--- src/rtl/gba_rom_bridge_pkg.sv ---
// rtl/gba_rom_bridge_pkg.sv - shared Wishbone widths, ROM base and fetch FSM state for the GBA ROM bridge
package gba_rom_bridge_pkg;

    localparam int WB_ADR_W = 32;
    localparam int WB_DAT_W = 32;
    localparam logic [WB_ADR_W-1:0] ROM_BASE_DEFAULT = 32'h0800_0000;

    typedef enum logic [1:0] {
        ST_IDLE,
        ST_REQ,
        ST_WR
    } fetch_state_t;

    // Word-aligned byte address of the 32-bit word holding GBA halfword hw_addr
    function automatic logic [WB_ADR_W-1:0] rom_word_adr(input logic [WB_ADR_W-1:0] base,
                                                         input logic [23:0] hw_addr);
        logic [WB_ADR_W-1:0] a;
        a = base + {7'd0, hw_addr, 1'b0};
        a[1] = 1'b0;
        return a;
    endfunction

endpackage

--- src/rtl/gba_rom_bridge_if.sv ---
// rtl/gba_rom_bridge_if.sv - Wishbone classic bus between the GBA ROM bridge and the system interconnect
interface gba_rom_bridge_if;
    import gba_rom_bridge_pkg::*;

    logic                cyc_unused_guard;
    logic                wb_cyc;
    logic                wb_stb;
    logic                wb_we;
    logic [WB_ADR_W-1:0] wb_adr;
    logic [3:0]          wb_sel;
    logic [WB_DAT_W-1:0] wb_dat_o;
    logic [WB_DAT_W-1:0] wb_dat_i;
    logic                wb_ack;
    logic                wb_err;

    modport master (
        output wb_cyc, wb_stb, wb_we, wb_adr, wb_sel, wb_dat_o,
        input  wb_dat_i, wb_ack, wb_err
    );

    modport slave (
        input  wb_cyc, wb_stb, wb_we, wb_adr, wb_sel, wb_dat_o,
        output wb_dat_i, wb_ack, wb_err
    );

endinterface

--- src/rtl/gba_rom_bridge_sync_edge.sv ---
// rtl/gba_rom_bridge_sync_edge.sv - synchronizer with rise/fall pulses for one idle-high GBA control input
module gba_rom_bridge_sync_edge #(
    parameter int SYNC_STAGES = 2
) (
    input  logic clk,
    input  logic rst,
    input  logic din,
    output logic rise,
    output logic fall
);

    logic [SYNC_STAGES-1:0] sync_q;
    logic                   last_q;

    // Reset to the idle-high level so release never produces a spurious edge
    always_ff @(posedge clk or negedge rst) begin
        if (!rst) begin
            sync_q <= '1;
            last_q <= 1'b1;
        end else begin
            sync_q[0] <= din;
            for (int i = 1; i < SYNC_STAGES; i++) begin
                sync_q[i] <= sync_q[i-1];
            end
            last_q <= sync_q[SYNC_STAGES-1];
        end
    end

    assign fall = last_q & ~sync_q[SYNC_STAGES-1];
    assign rise = ~last_q & sync_q[SYNC_STAGES-1];

endmodule

--- src/rtl/gba_rom_bridge.sv ---
// rtl/gba_rom_bridge.sv - GBA cartridge ROM bus to Wishbone read bridge with prefetch FIFO; GBA_ROM_WRITE_EN adds writes
module gba_rom_bridge
    import gba_rom_bridge_pkg::*;
#(
    parameter int                  PREFETCH_DEPTH = 4,
    parameter logic [WB_ADR_W-1:0] ROM_BASE       = ROM_BASE_DEFAULT,
    parameter int                  SYNC_STAGES    = 2
) (
    input  logic                    clk,
    input  logic                    rst,
    input  logic                    gba_ncs,
    input  logic                    gba_nrd,
`ifdef GBA_ROM_WRITE_EN
    input  logic                    gba_nwr,
`endif
    input  logic [15:0]             gba_ad_i,
    input  logic [7:0]              gba_a_i,
    output logic [15:0]             gba_ad_o,
    output logic                    gba_ad_oe,
    gba_rom_bridge_if.master        wb,
    output logic                    underrun
);

    localparam int PTR_W = $clog2(PREFETCH_DEPTH);
    localparam logic [PTR_W:0] PTR_ONE  = (PTR_W+1)'(1);
    localparam logic [PTR_W:0] PTR_FULL = (PTR_W+1)'(PREFETCH_DEPTH);

    logic ncs_rise, ncs_fall, nrd_rise, nrd_fall;
    logic [15:0]    fifo_mem [PREFETCH_DEPTH];
    logic [PTR_W:0] wr_ptr, rd_ptr, count;
    logic           fifo_empty, fifo_full;
    fetch_state_t   state;
    logic [23:0]    fetch_ptr;
    logic           ncs_low, discard;
    logic           flush, take, push, pop;
    logic [15:0]    push_data;

    gba_rom_bridge_sync_edge #(.SYNC_STAGES(SYNC_STAGES)) u_sync_ncs (
        .clk(clk), .rst(rst), .din(gba_ncs), .rise(ncs_rise), .fall(ncs_fall));
    gba_rom_bridge_sync_edge #(.SYNC_STAGES(SYNC_STAGES)) u_sync_nrd (
        .clk(clk), .rst(rst), .din(gba_nrd), .rise(nrd_rise), .fall(nrd_fall));

`ifdef GBA_ROM_WRITE_EN
    logic        nwr_rise, nwr_fall, wr_pend;
    logic [23:0] haddr, wr_hw;
    logic [15:0] wr_dat;

    gba_rom_bridge_sync_edge #(.SYNC_STAGES(SYNC_STAGES)) u_sync_nwr (
        .clk(clk), .rst(rst), .din(gba_nwr), .rise(nwr_rise), .fall(nwr_fall));
    assign flush = ncs_fall | ncs_rise | nwr_rise;
`else
    assign flush = ncs_fall | ncs_rise;
    assign wb.wb_we    = 1'b0;
    assign wb.wb_dat_o = '0;
`endif

    assign count      = wr_ptr - rd_ptr;
    assign fifo_empty = (count == '0);
    assign fifo_full  = (count == PTR_FULL);
    assign take       = (state == ST_REQ) && (wb.wb_ack || wb.wb_err);
    // A fetch that overlaps any flush belongs to a stale address and is dropped
    assign push       = take && !discard && !flush;
    assign pop        = nrd_rise && !fifo_empty && !flush;
    assign push_data  = wb.wb_err ? 16'hFFFF :
                        (fetch_ptr[0] ? wb.wb_dat_i[31:16] : wb.wb_dat_i[15:0]);

    always_ff @(posedge clk) begin
        if (push) fifo_mem[wr_ptr[PTR_W-1:0]] <= push_data;
    end

    always_ff @(posedge clk or negedge rst) begin
        if (!rst) begin
            state     <= ST_IDLE;
            wb.wb_cyc <= 1'b0;
            wb.wb_stb <= 1'b0;
            wb.wb_adr <= '0;
            wb.wb_sel <= '0;
            fetch_ptr <= '0;
            wr_ptr    <= '0;
            rd_ptr    <= '0;
            ncs_low   <= 1'b0;
            discard   <= 1'b0;
            gba_ad_o  <= '0;
            gba_ad_oe <= 1'b0;
            underrun  <= 1'b0;
`ifdef GBA_ROM_WRITE_EN
            wb.wb_we    <= 1'b0;
            wb.wb_dat_o <= '0;
            haddr       <= '0;
            wr_hw       <= '0;
            wr_dat      <= '0;
            wr_pend     <= 1'b0;
`endif
        end else begin
            if (ncs_fall)      ncs_low <= 1'b1;
            else if (ncs_rise) ncs_low <= 1'b0;

            if (flush) begin
                wr_ptr <= '0;
                rd_ptr <= '0;
            end else begin
                if (push) wr_ptr <= wr_ptr + PTR_ONE;
                if (pop)  rd_ptr <= rd_ptr + PTR_ONE;
            end

            // Only the low 16 bits count, as the GBA's own address counter does
            if (ncs_fall) fetch_ptr <= {gba_a_i, gba_ad_i};
`ifdef GBA_ROM_WRITE_EN
            else if (nwr_rise) fetch_ptr <= {haddr[23:16], haddr[15:0] + 16'd1};
`endif
            else if (push) fetch_ptr <= {fetch_ptr[23:16], fetch_ptr[15:0] + 16'd1};

            if (nrd_fall) begin
                gba_ad_oe <= 1'b1;
                gba_ad_o  <= fifo_empty ? 16'hFFFF : fifo_mem[rd_ptr[PTR_W-1:0]];
                if (fifo_empty) underrun <= 1'b1;
            end
`ifdef GBA_ROM_WRITE_EN
            if (nrd_rise || ncs_rise || nwr_fall) gba_ad_oe <= 1'b0;
            if (ncs_fall) haddr <= {gba_a_i, gba_ad_i};
            else if (nrd_rise || nwr_rise) haddr <= {haddr[23:16], haddr[15:0] + 16'd1};
`else
            if (nrd_rise || ncs_rise) gba_ad_oe <= 1'b0;
`endif

            case (state)
                ST_IDLE: begin
`ifdef GBA_ROM_WRITE_EN
                    if (wr_pend && !flush) begin
                        state       <= ST_WR;
                        wb.wb_cyc   <= 1'b1;
                        wb.wb_stb   <= 1'b1;
                        wb.wb_we    <= 1'b1;
                        wb.wb_adr   <= rom_word_adr(ROM_BASE, wr_hw);
                        wb.wb_sel   <= wr_hw[0] ? 4'b1100 : 4'b0011;
                        wb.wb_dat_o <= {wr_dat, wr_dat};
                    end else
`endif
                    if (ncs_low && !flush && !fifo_full) begin
                        state     <= ST_REQ;
                        wb.wb_cyc <= 1'b1;
                        wb.wb_stb <= 1'b1;
                        wb.wb_adr <= rom_word_adr(ROM_BASE, fetch_ptr);
                        wb.wb_sel <= 4'hF;
                    end
                end
                ST_REQ: begin
                    if (take) begin
                        state     <= ST_IDLE;
                        wb.wb_cyc <= 1'b0;
                        wb.wb_stb <= 1'b0;
                        discard   <= 1'b0;
                    end else if (flush) begin
                        discard <= 1'b1;
                    end
                end
`ifdef GBA_ROM_WRITE_EN
                ST_WR: begin
                    if (wb.wb_ack || wb.wb_err) begin
                        state     <= ST_IDLE;
                        wb.wb_cyc <= 1'b0;
                        wb.wb_stb <= 1'b0;
                        wb.wb_we  <= 1'b0;
                        wr_pend   <= 1'b0;
                    end
                end
`endif
                default: state <= ST_IDLE;
            endcase

`ifdef GBA_ROM_WRITE_EN
            if (nwr_rise) begin
                wr_pend <= 1'b1;
                wr_hw   <= haddr;
                wr_dat  <= gba_ad_i;
            end
`endif
        end
    end

endmodule

--- src/flat_wrapper.sv ---
// flat-port wrapper written by rule: the top's interface ports become plain ports
module gba_rom_bridge_flat import gba_rom_bridge_pkg::*;
#(
    parameter int                  PREFETCH_DEPTH = 4,
    parameter logic [WB_ADR_W-1:0] ROM_BASE       = ROM_BASE_DEFAULT,
    parameter int                  SYNC_STAGES    = 2
)
  (clk, rst, gba_ncs, gba_nrd, gba_ad_i, gba_a_i, gba_ad_o, gba_ad_oe, underrun, wb_wb_cyc, wb_wb_stb, wb_wb_we, wb_wb_adr, wb_wb_sel, wb_wb_dat_o, wb_wb_dat_i, wb_wb_ack, wb_wb_err);
  gba_rom_bridge_if wb_i ();
  input  logic clk;
  input  logic rst;
  input  logic gba_ncs;
  input  logic gba_nrd;
  input  logic [15:0] gba_ad_i;
  input  logic [7:0] gba_a_i;
  output logic [15:0] gba_ad_o;
  output logic gba_ad_oe;
  output logic underrun;
  output wire logic [$bits(wb_i.wb_cyc)-1:0] wb_wb_cyc;
  output wire logic [$bits(wb_i.wb_stb)-1:0] wb_wb_stb;
  output wire logic [$bits(wb_i.wb_we)-1:0] wb_wb_we;
  output wire logic [$bits(wb_i.wb_adr)-1:0] wb_wb_adr;
  output wire logic [$bits(wb_i.wb_sel)-1:0] wb_wb_sel;
  output wire logic [$bits(wb_i.wb_dat_o)-1:0] wb_wb_dat_o;
  input wire logic [$bits(wb_i.wb_dat_i)-1:0] wb_wb_dat_i;
  input wire logic [$bits(wb_i.wb_ack)-1:0] wb_wb_ack;
  input wire logic [$bits(wb_i.wb_err)-1:0] wb_wb_err;
  assign wb_wb_cyc = wb_i.wb_cyc;
  assign wb_wb_stb = wb_i.wb_stb;
  assign wb_wb_we = wb_i.wb_we;
  assign wb_wb_adr = wb_i.wb_adr;
  assign wb_wb_sel = wb_i.wb_sel;
  assign wb_wb_dat_o = wb_i.wb_dat_o;
  assign wb_i.wb_dat_i = wb_wb_dat_i;
  assign wb_i.wb_ack = wb_wb_ack;
  assign wb_i.wb_err = wb_wb_err;
  gba_rom_bridge #(.PREFETCH_DEPTH(PREFETCH_DEPTH), .ROM_BASE(ROM_BASE), .SYNC_STAGES(SYNC_STAGES)) u_core (.clk(clk), .rst(rst), .gba_ncs(gba_ncs), .gba_nrd(gba_nrd), .gba_ad_i(gba_ad_i), .gba_a_i(gba_a_i), .gba_ad_o(gba_ad_o), .gba_ad_oe(gba_ad_oe), .wb(wb_i), .underrun(underrun));
endmodule
--- config.mk ---
export PLATFORM = sky130hd
export DESIGN_NAME = gba_rom_bridge_flat
export DESIGN_NICKNAME = d
export VERILOG_FILES = /design/src/rtl/gba_rom_bridge_pkg.sv /design/src/rtl/gba_rom_bridge_if.sv /design/src/rtl/gba_rom_bridge_sync_edge.sv /design/src/rtl/gba_rom_bridge.sv /design/src/flat_wrapper.sv
export SDC_FILE = /design/constraint.sdc
export NUM_CORES = 1
export LEC_CHECK = 0
export ABC_AREA = 1
export BUFFER_PORTS_ARGS = -buffer_cell sky130_fd_sc_hd__buf_4
export CAP_MARGIN = 10
export CORE_ASPECT_RATIO = 1.1
export CORE_MARGIN = 2
export CORE_UTILIZATION = 45
export DETAILED_ROUTE_END_ITERATION = 10
export PLACE_DENSITY = 0.68
export SKIP_LAST_GASP = 1
export SYNTH_ARGS = -nofsm -noshare
export SYNTH_HDL_FRONTEND = slang
export SYNTH_SLANG_ARGS = --single-unit
--- constraint.sdc ---
create_clock -name clk -period 4.3 [get_ports clk]
set_input_delay 0.215 -clock clk [delete_from_list [all_inputs] [get_ports clk]]
set_output_delay 0.215 -clock clk [all_outputs]
set_load 0.02 [all_outputs]
==> results.cfg, run 1 <==
[floorplan]
die_area_mm2 = 0.01629
die_w_um = 121.9
rows = 47
start_util_pct = 45.87
design.portCount = 151
die_height_um = 133.7
core_area_mm2 = 0.01500

[clock_network]
clkLatencyLatePin_ns = 0.42
clock_path_buffers = 2
clockRootBuffer = clkbuf_16
cts_tree = built
cts_repair_resize_count = 0
cts_hold_buffers = 10
cts-buffers-inserted = 17
h-tree-depth = 4
cts.sinks = 145
post_cts_buffers = 0
clk_pin_slew_worst_paths_ns = 0.06

[synthesis]
synthTopCellsByArea = edfxtp_1 28%, dfrtp_1 27%, nand2_1 13%
synth.most_common_cell = nand2_1
synth_cell_types = 32
synth.cell_area_mm2 = 0.006879
synthTopCellsByCount = 240 x nand2_1, 83 x nand3_1, 75 x dfrtp_1
ys_warn_count = 0
synthArstFlopShare_pct = 55.86
syn_inst = 742
synth_edf_count = 64
synth-seq-cells = 145
synth_top_area_share_pct = 27.94
yosysSeqAreaShare_pct = 57.51
syn_area_per_cell_um2 = 9.271
synth_area_leader_cell = edfxtp_1
ys.flop_type = dfrtp_1

[timing]
drv_slew = 0
hold_violations = 26
setup_viol = 0
holdWs_ns = -0.05955
tightest_slew_ns = 1.068
clock_skew_ns = 0.01018
period_share_pct = 63.18
rsz0062_at_grt = false
timing.fmax_mhz = 368.1
slew_headroom_pct = 28.78
fin_crit_ns = 2.717
totalNegativeSetupSlack_ns = 0

[routing]
antenna_left = 0
first_pass_iters = 4
routed_wl_um = 14990
drt_iter0_markers = 258
route.vias.total = 5103
wl_per_cell_um = 14.15
viasPerCell = 4.819
drc = 0

[grt]
grt_util_all_layers_pct = 19.25
grt_pass1_wl_um = 23980
antenna_found_initial = 0
grt_remaining_overflow = 0
grt_pass1_vias = 4794
grt_max_degree = 82

[worst_setup_path]
crit_type = flip-flop to flip-flop
worstPathMaxFanout = 35
cp-end-kind = flip-flop
reg2reg_slack_ns = 1.58
reg2regPathDepth = 12
r2r-end = u_core.wb.wb_adr[16]$_DFFE_PN0P_
timing.rr.start = u_core.rd_ptr[1]$_DFFE_PN0P_
start_kind = flip-flop
cp.required_ns = 4.60
worstPathArrival_ns = 3.01

[placement]
io_buffers = 109
dp_cells = 1017
hpwl_um = 9737
gp_congestion = 0.8146

[final_layout]
layout.cells.non_filler = 1059
nFillCells = 1366
drive_gt1_share_pct = 21.09
area_growth_pct = 21.17
num_antenna_cells = 0
finalNetCount = 922

[pwr]
p_leak_nw = 3.801
power_density_mw_per_mm2 = 602.8
ir_worst_vdd_mv = 0.3417

[outcome]
violations = hold timing
outcome = finished, violations left

[min_path]
hold_path_class = input port to async pin

[run]
maxCapViolCount = 0
[cell families after synthesis]
family          count (synthesis)  share of synthesized area (%)
fa+ha+maj                      10                          1.819
simple gates                  388                          23.90
compound gates                 70                          5.984
xor+xnor                        6                         0.7639
buf+inv                       122                          9.967
other cells                     1                        0.05451
flops                         145                          57.51
[critical path: stages (launching register included)]
cell and delay, ns:
dfrtp_1 0.85, clkinv_1 0.18, buf_4 0.26, ha_1 0.32, nand2_1 0.06, nand2_1 0.07
inv_1 0.04, nand2_1 0.08, nand2_2 0.07, nand2_4 0.15, nand2_4 0.27, nand2_1 0.18
o21ai_2 0.06
[registers in the layout, summed over array words and instances, names as in the netlist, 2 cells and up]
| register | flops |
|---|---|
| u_core.u_sync_nrd.sync_q | 2 |
| u_core.wb.wb_adr | 24 |
| u_core.rd_ptr | 3 |
| u_core.fifo_mem | 64 |
| u_core.gba_ad_o | 16 |
| u_core.wr_ptr | 3 |
| u_core.u_sync_ncs.sync_q | 2 |
| u_core.fetch_ptr | 24 |
[through the flow]
step	area [um2]	worst slack (ns)	hold slack (ns)	total power, mW	util, %
after floorplan	7029	2.099	-0.08059	3.016	-
after global placement	7631	1.700	0.3260	3.534	50.89
after detailed placement	7631	1.592	0.3271	3.561	50.89
after CTS	8335	1.614	0.01465	5.072	55.59
after global routing	8335	1.346	0.04411	5.329	55.59
final	8335	1.583	-0.05955	5.024	55.59
[layout by cell type, fill, tap and decap left out, types with 2 or more instances in the layout]
cell type,netlist,final
a21oi_1,38,38
buf_4,48,116
bufinv_16,0,3
clkbuf_16,0,17
clkinv_1,2,2
clkinv_2,0,2
clkinvlp_4,0,3
conb_1,1,41
dfrtp_1,75,75
dfstp_2,6,6
dlygate4sd3_1,0,10
edfxtp_1,64,64
ha_1,10,10
inv_1,39,39
inv_2,4,4
inv_6,0,5
nand2_1,240,240
nand2_2,3,3
nand2_4,3,3
nand3_1,83,83
nand4_1,6,6
nor2_1,44,43
nor2_2,3,4
nor2_4,3,3
nor3_1,2,2
o211ai_1,2,2
o21ai_0,12,12
o21ai_2,11,11
o21bai_1,5,5
xnor2_1,2,2
xor2_1,4,4
[report_power, final]
group | switching, mW | leakage (nW) | total (mW) | internal, mW
registers | 0.264 | 1.52 | 2.03 | 1.77
logic | 0.939 | 1.99 | 1.50 | 0.560
clock network | 0.574 | 0.288 | 1.49 | 0.919
[final cells by class]
cell class / count / area [um2] / area share, %
well taps: 196 / 245.2 / 2.942
inverters: 45 / 168.9 / 2.026
clock inverters: 14 / 175.2 / 2.101
clock buffers: 18 / 429.2 / 5.149
flip-flops and latches: 145 / 3956 / 47.46
multi-input cells: 515 / 2390 / 28.67
repair buffers: 126 / 970.9 / 11.65
[routing by layer]
layer	share of wire [%]	GRT usage, %
met5	0	0
met2	50	31.69
met4	1.2	6.066
met3	5.8	4.538
met1	43	25.23
[how the worst max path moves through the flow]
stage,slack [ns],depth (start not counted),from,to
after floorplan,2.10,5,u_core.u_sync_ncs.sync_q[1]$_DFF_PN1_,u_core.fifo_mem[0][0]$_DFFE_PP_
after global placement,1.70,11,u_core.rd_ptr[1]$_DFFE_PN0P_,u_core.state[0]$_DFFE_PN0P_
after detailed placement,1.59,11,u_core.rd_ptr[1]$_DFFE_PN0P_,u_core.state[0]$_DFFE_PN0P_
after CTS,1.61,11,u_core.rd_ptr[1]$_DFFE_PN0P_,u_core.state[0]$_DFFE_PN0P_
after global routing,1.35,12,u_core.rd_ptr[1]$_DFFE_PN0P_,u_core.wb.wb_adr[24]$_DFFE_PN0P_
final,1.58,12,u_core.rd_ptr[1]$_DFFE_PN0P_,u_core.wb.wb_adr[16]$_DFFE_PN0P_
(Power assumes the default switching activity.)
==> run 2: changes to the inputs <==
ABC_AREA = 0   (was 1)
PLACE_DENSITY = 0.69   (was 0.68)
clock period = 2.8 ns   (was 4.3 ns; I/O delays follow)
==> run 2 against run 1 <==
Compared with the run above:
- the flow now finishes without violations
- sequential power up 35%
- core utilization is 1.7 points higher
- count of clock-buffer cells in the layout stayed put
- via count decreased by 19%
- fmax grew 11%
- power rose by 23%
- register-to-register slack worse by 1.2 ns
- combinational power fell by 8%
- final cell count is 22% lower
- sequential share of layout area rose by 0.90 points
- highest routed layer unchanged
==> results.cfg, run 2 <==
[routing]
antenna_left = 0
first_pass_iters = 4
routed_wl_um = 12820
drt_iter0_markers = 300
wl_per_cell_um = 15.44
viasPerCell = 4.949
route.vias.total = 4108
drc = 0

[clock_network]
cts-buffers-inserted = 17
clock_path_buffers = 2
cts.sinks = 145
post_cts_buffers = 0
cts_tree = built
h-tree-depth = 4
clockRootBuffer = clkbuf_16
clkLatencyLatePin_ns = 0.42
cts_repair_resize_count = 0
clk_pin_slew_worst_paths_ns = 0.06

[synthesis]
synth_area_leader_cell = edfxtp_1
synthArstFlopShare_pct = 55.86
synth_cell_types = 46
ys.flop_type = dfrtp_1
synth-seq-cells = 145
synth_edf_count = 64
synthAdderAreaFrac_pct = 1.917
ys_warn_count = 0
synthMuxAreaShare_pct = 11.48
syn_area_per_cell_um2 = 13.24
synth_compound_area_share_pct = 7.937
syn_inst = 493
synth.cell_area_mm2 = 0.006526
yosysSeqAreaShare_pct = 60.62
synth-simple-area-share_pct = 8.819
synth_xor_area_share_pct = 1.476
synth_top_area_share_pct = 29.45
synthTopCellsByArea = edfxtp_1 29%, dfrtp_1 29%, mux4_2 5.5%
synthTopCellsByCount = 75 x dfrtp_1, 64 x edfxtp_1, 47 x buf_4
synth_top_family_by_area = multiplexers
synth.most_common_cell = dfrtp_1

[timing]
slew_headroom_pct = 32.85
hold_violations = 0
tightest_slew_ns = 1.007
period_share_pct = 87.09
timing.fmax_mhz = 410.1
setup_ws_ns = 0.3614
fin_crit_ns = 2.439
rsz0062_at_grt = false
drv_slew = 0
clock_skew_ns = 0.008055
setup_viol = 0
totalNegativeSetupSlack_ns = 0

[pwr]
power_frac_seq_pct = 44.4
p_comb_share_pct = 22.3
p_clk_share_pct = 33.3
swShare_pct = 28.97
p_leak_nw = 3.339
ir_worst_vdd_mv = 0.4285
power_density_mw_per_mm2 = 756.5
p_switching_mw = 1.793
intPower_mw = 4.396

[worst_setup_path]
path_cells = inv_1 > ha_1 > nand3_1 > or4_1 > or4_1 > a31oi_1
cpMaxStageDelayCell = or4_1
cp-end-kind = flip-flop
cp_top_family = simple AND/OR/NAND/NOR gates
crit_type = flip-flop to flip-flop
worstPathMaxFanout = 10
worstPathArrival_ns = 2.77
critPathMaxStageDelay_ns = 0.64
critPathMostFrequentCell = or4_1
crit_buf_inv = 1
cp.required_ns = 3.14
start_kind = flip-flop

[grt]
grt_pass1_wl_um = 20490
grt_max_degree = 82
antenna_found_initial = 0
grt_remaining_overflow = 0
grt_pass1_vias = 3945
grt_util_all_layers_pct = 17.33

[floorplan]
core_area_mm2 = 0.01427
rows = 46
die_area_mm2 = 0.01548
design.portCount = 151
die_height_um = 130.3
die_w_um = 118.8
start_util_pct = 45.72

[min_path]
hold_path_class = input port to flip-flop

[final_layout]
drive_gt1_share_pct = 32.45
final_common_cell = buf_4
num_antenna_cells = 0
largest_register_ffs = 64
nFillCells = 1157
finalNetCount = 698
final_cell_mix = 122 x buf_4, 75 x dfrtp_1, 64 x edfxtp_1
final_util_pct = 57.31
area_growth_pct = 25.35

[outcome]
outcome = completed

[placement]
place_ws_ns = 0.3708
gp_congestion = 0.7568
hpwl_um = 8569
io_buffers = 109

[run]
maxCapViolCount = 0
==> run 2: per-stage QoR <==
stage,area [um2],instances,hold slack (ns),power (mW)
2_1_floorplan,6676,533,-0.1556,3.601
3_3_place_gp,7368,772,0.2573,4.097
3_5_place_dp,7368,772,0.2564,4.144
4_1_cts,8180,830,0.03784,6.245
5_1_grt,8180,830,0.04987,6.470
6_report,8180,830,0.05577,6.189
==> run 2: routing by layer <==
layer  track usage, %  wire [um]  up-vias
met4            6.513        168        0
met3            4.414        593       11
li1                 -          -     1963
met5                0          0        -
met2            28.60       6386      135
met1            22.30       5667     1999
==> run 2: worst reg2reg max path: cells and delay by family (launching register included) <==
kind,cells,cell delay [ns]
AOI/OAI and AO/OA,1,0.18
adders and majority gates,1,0.33
buffers and inverters,1,0.05
DFF,1,0.54
and+or+nand+nor,3,1.26
==> run 2: path summary, 6_finish.rpt <==
kind / slack [ns] / start / to / cells after the start
min in group asynchronous: 0.44 / rst / u_core.wb.wb_adr[8]$_DFFE_PN0P_ / 2
setup reg to reg: 0.36 / u_core.u_sync_ncs.sync_q[1]$_DFF_PN1_ / u_core.fetch_ptr[11]$_DFFE_PN0P_ / 6
setup / recovery: 0.36 / u_core.u_sync_ncs.sync_q[1]$_DFF_PN1_ / u_core.fetch_ptr[11]$_DFFE_PN0P_ / 6
hold / removal: 0.06 / wb_wb_ack / u_core.state[0]$_DFFE_PN0P_ / 3
max in group asynchronous: 1.72 / rst / u_core.gba_ad_o[11]$_DFFE_PN0P_ / 2
hold reg to reg: 0.35 / u_core.u_sync_nrd.sync_q[0]$_DFF_PN1_ / u_core.u_sync_nrd.sync_q[1]$_DFF_PN1_ / 0
==> run 2: logic make-up after synthesis <==
logic type | after synthesis
and+or+nand+nor | 107
other | 1
adders and majority gates | 10
DFF | 145
buffers and inverters | 85
AOI/OAI and AO/OA | 83
xor gates and xnor gates | 11
muxes | 51
==> run 2: cell type report <==
cell class / instances / area [um2] / share of cell area, %
tap: 192 / 240.2 / 2.937
sequential: 145 / 3956 / 48.36
multi-input combinational: 303 / 2218 / 27.12
inverter: 10 / 37.54 / 0.4589
clock buffer: 18 / 429.2 / 5.246
clock inverter: 13 / 112.6 / 1.377
timing repair buffer: 149 / 1186 / 14.50
==> run 2: repair_timing <==
action	CTS	global route
endpoints found under the setup margin	0	0
hold endpoints to repair	101	0
hold buffers	27	0
==> run 2: power groups by stage <==
stage	clock network [mW]	logic, mW	registers [mW]
5_1_grt	2.20	1.49	2.78
3_5_place_dp	0	1.36	2.79
4_1_cts	2.10	1.40	2.75
6_report	2.06	1.38	2.75
2_1_floorplan	0	0.617	2.98
3_3_place_gp	0	1.33	2.77
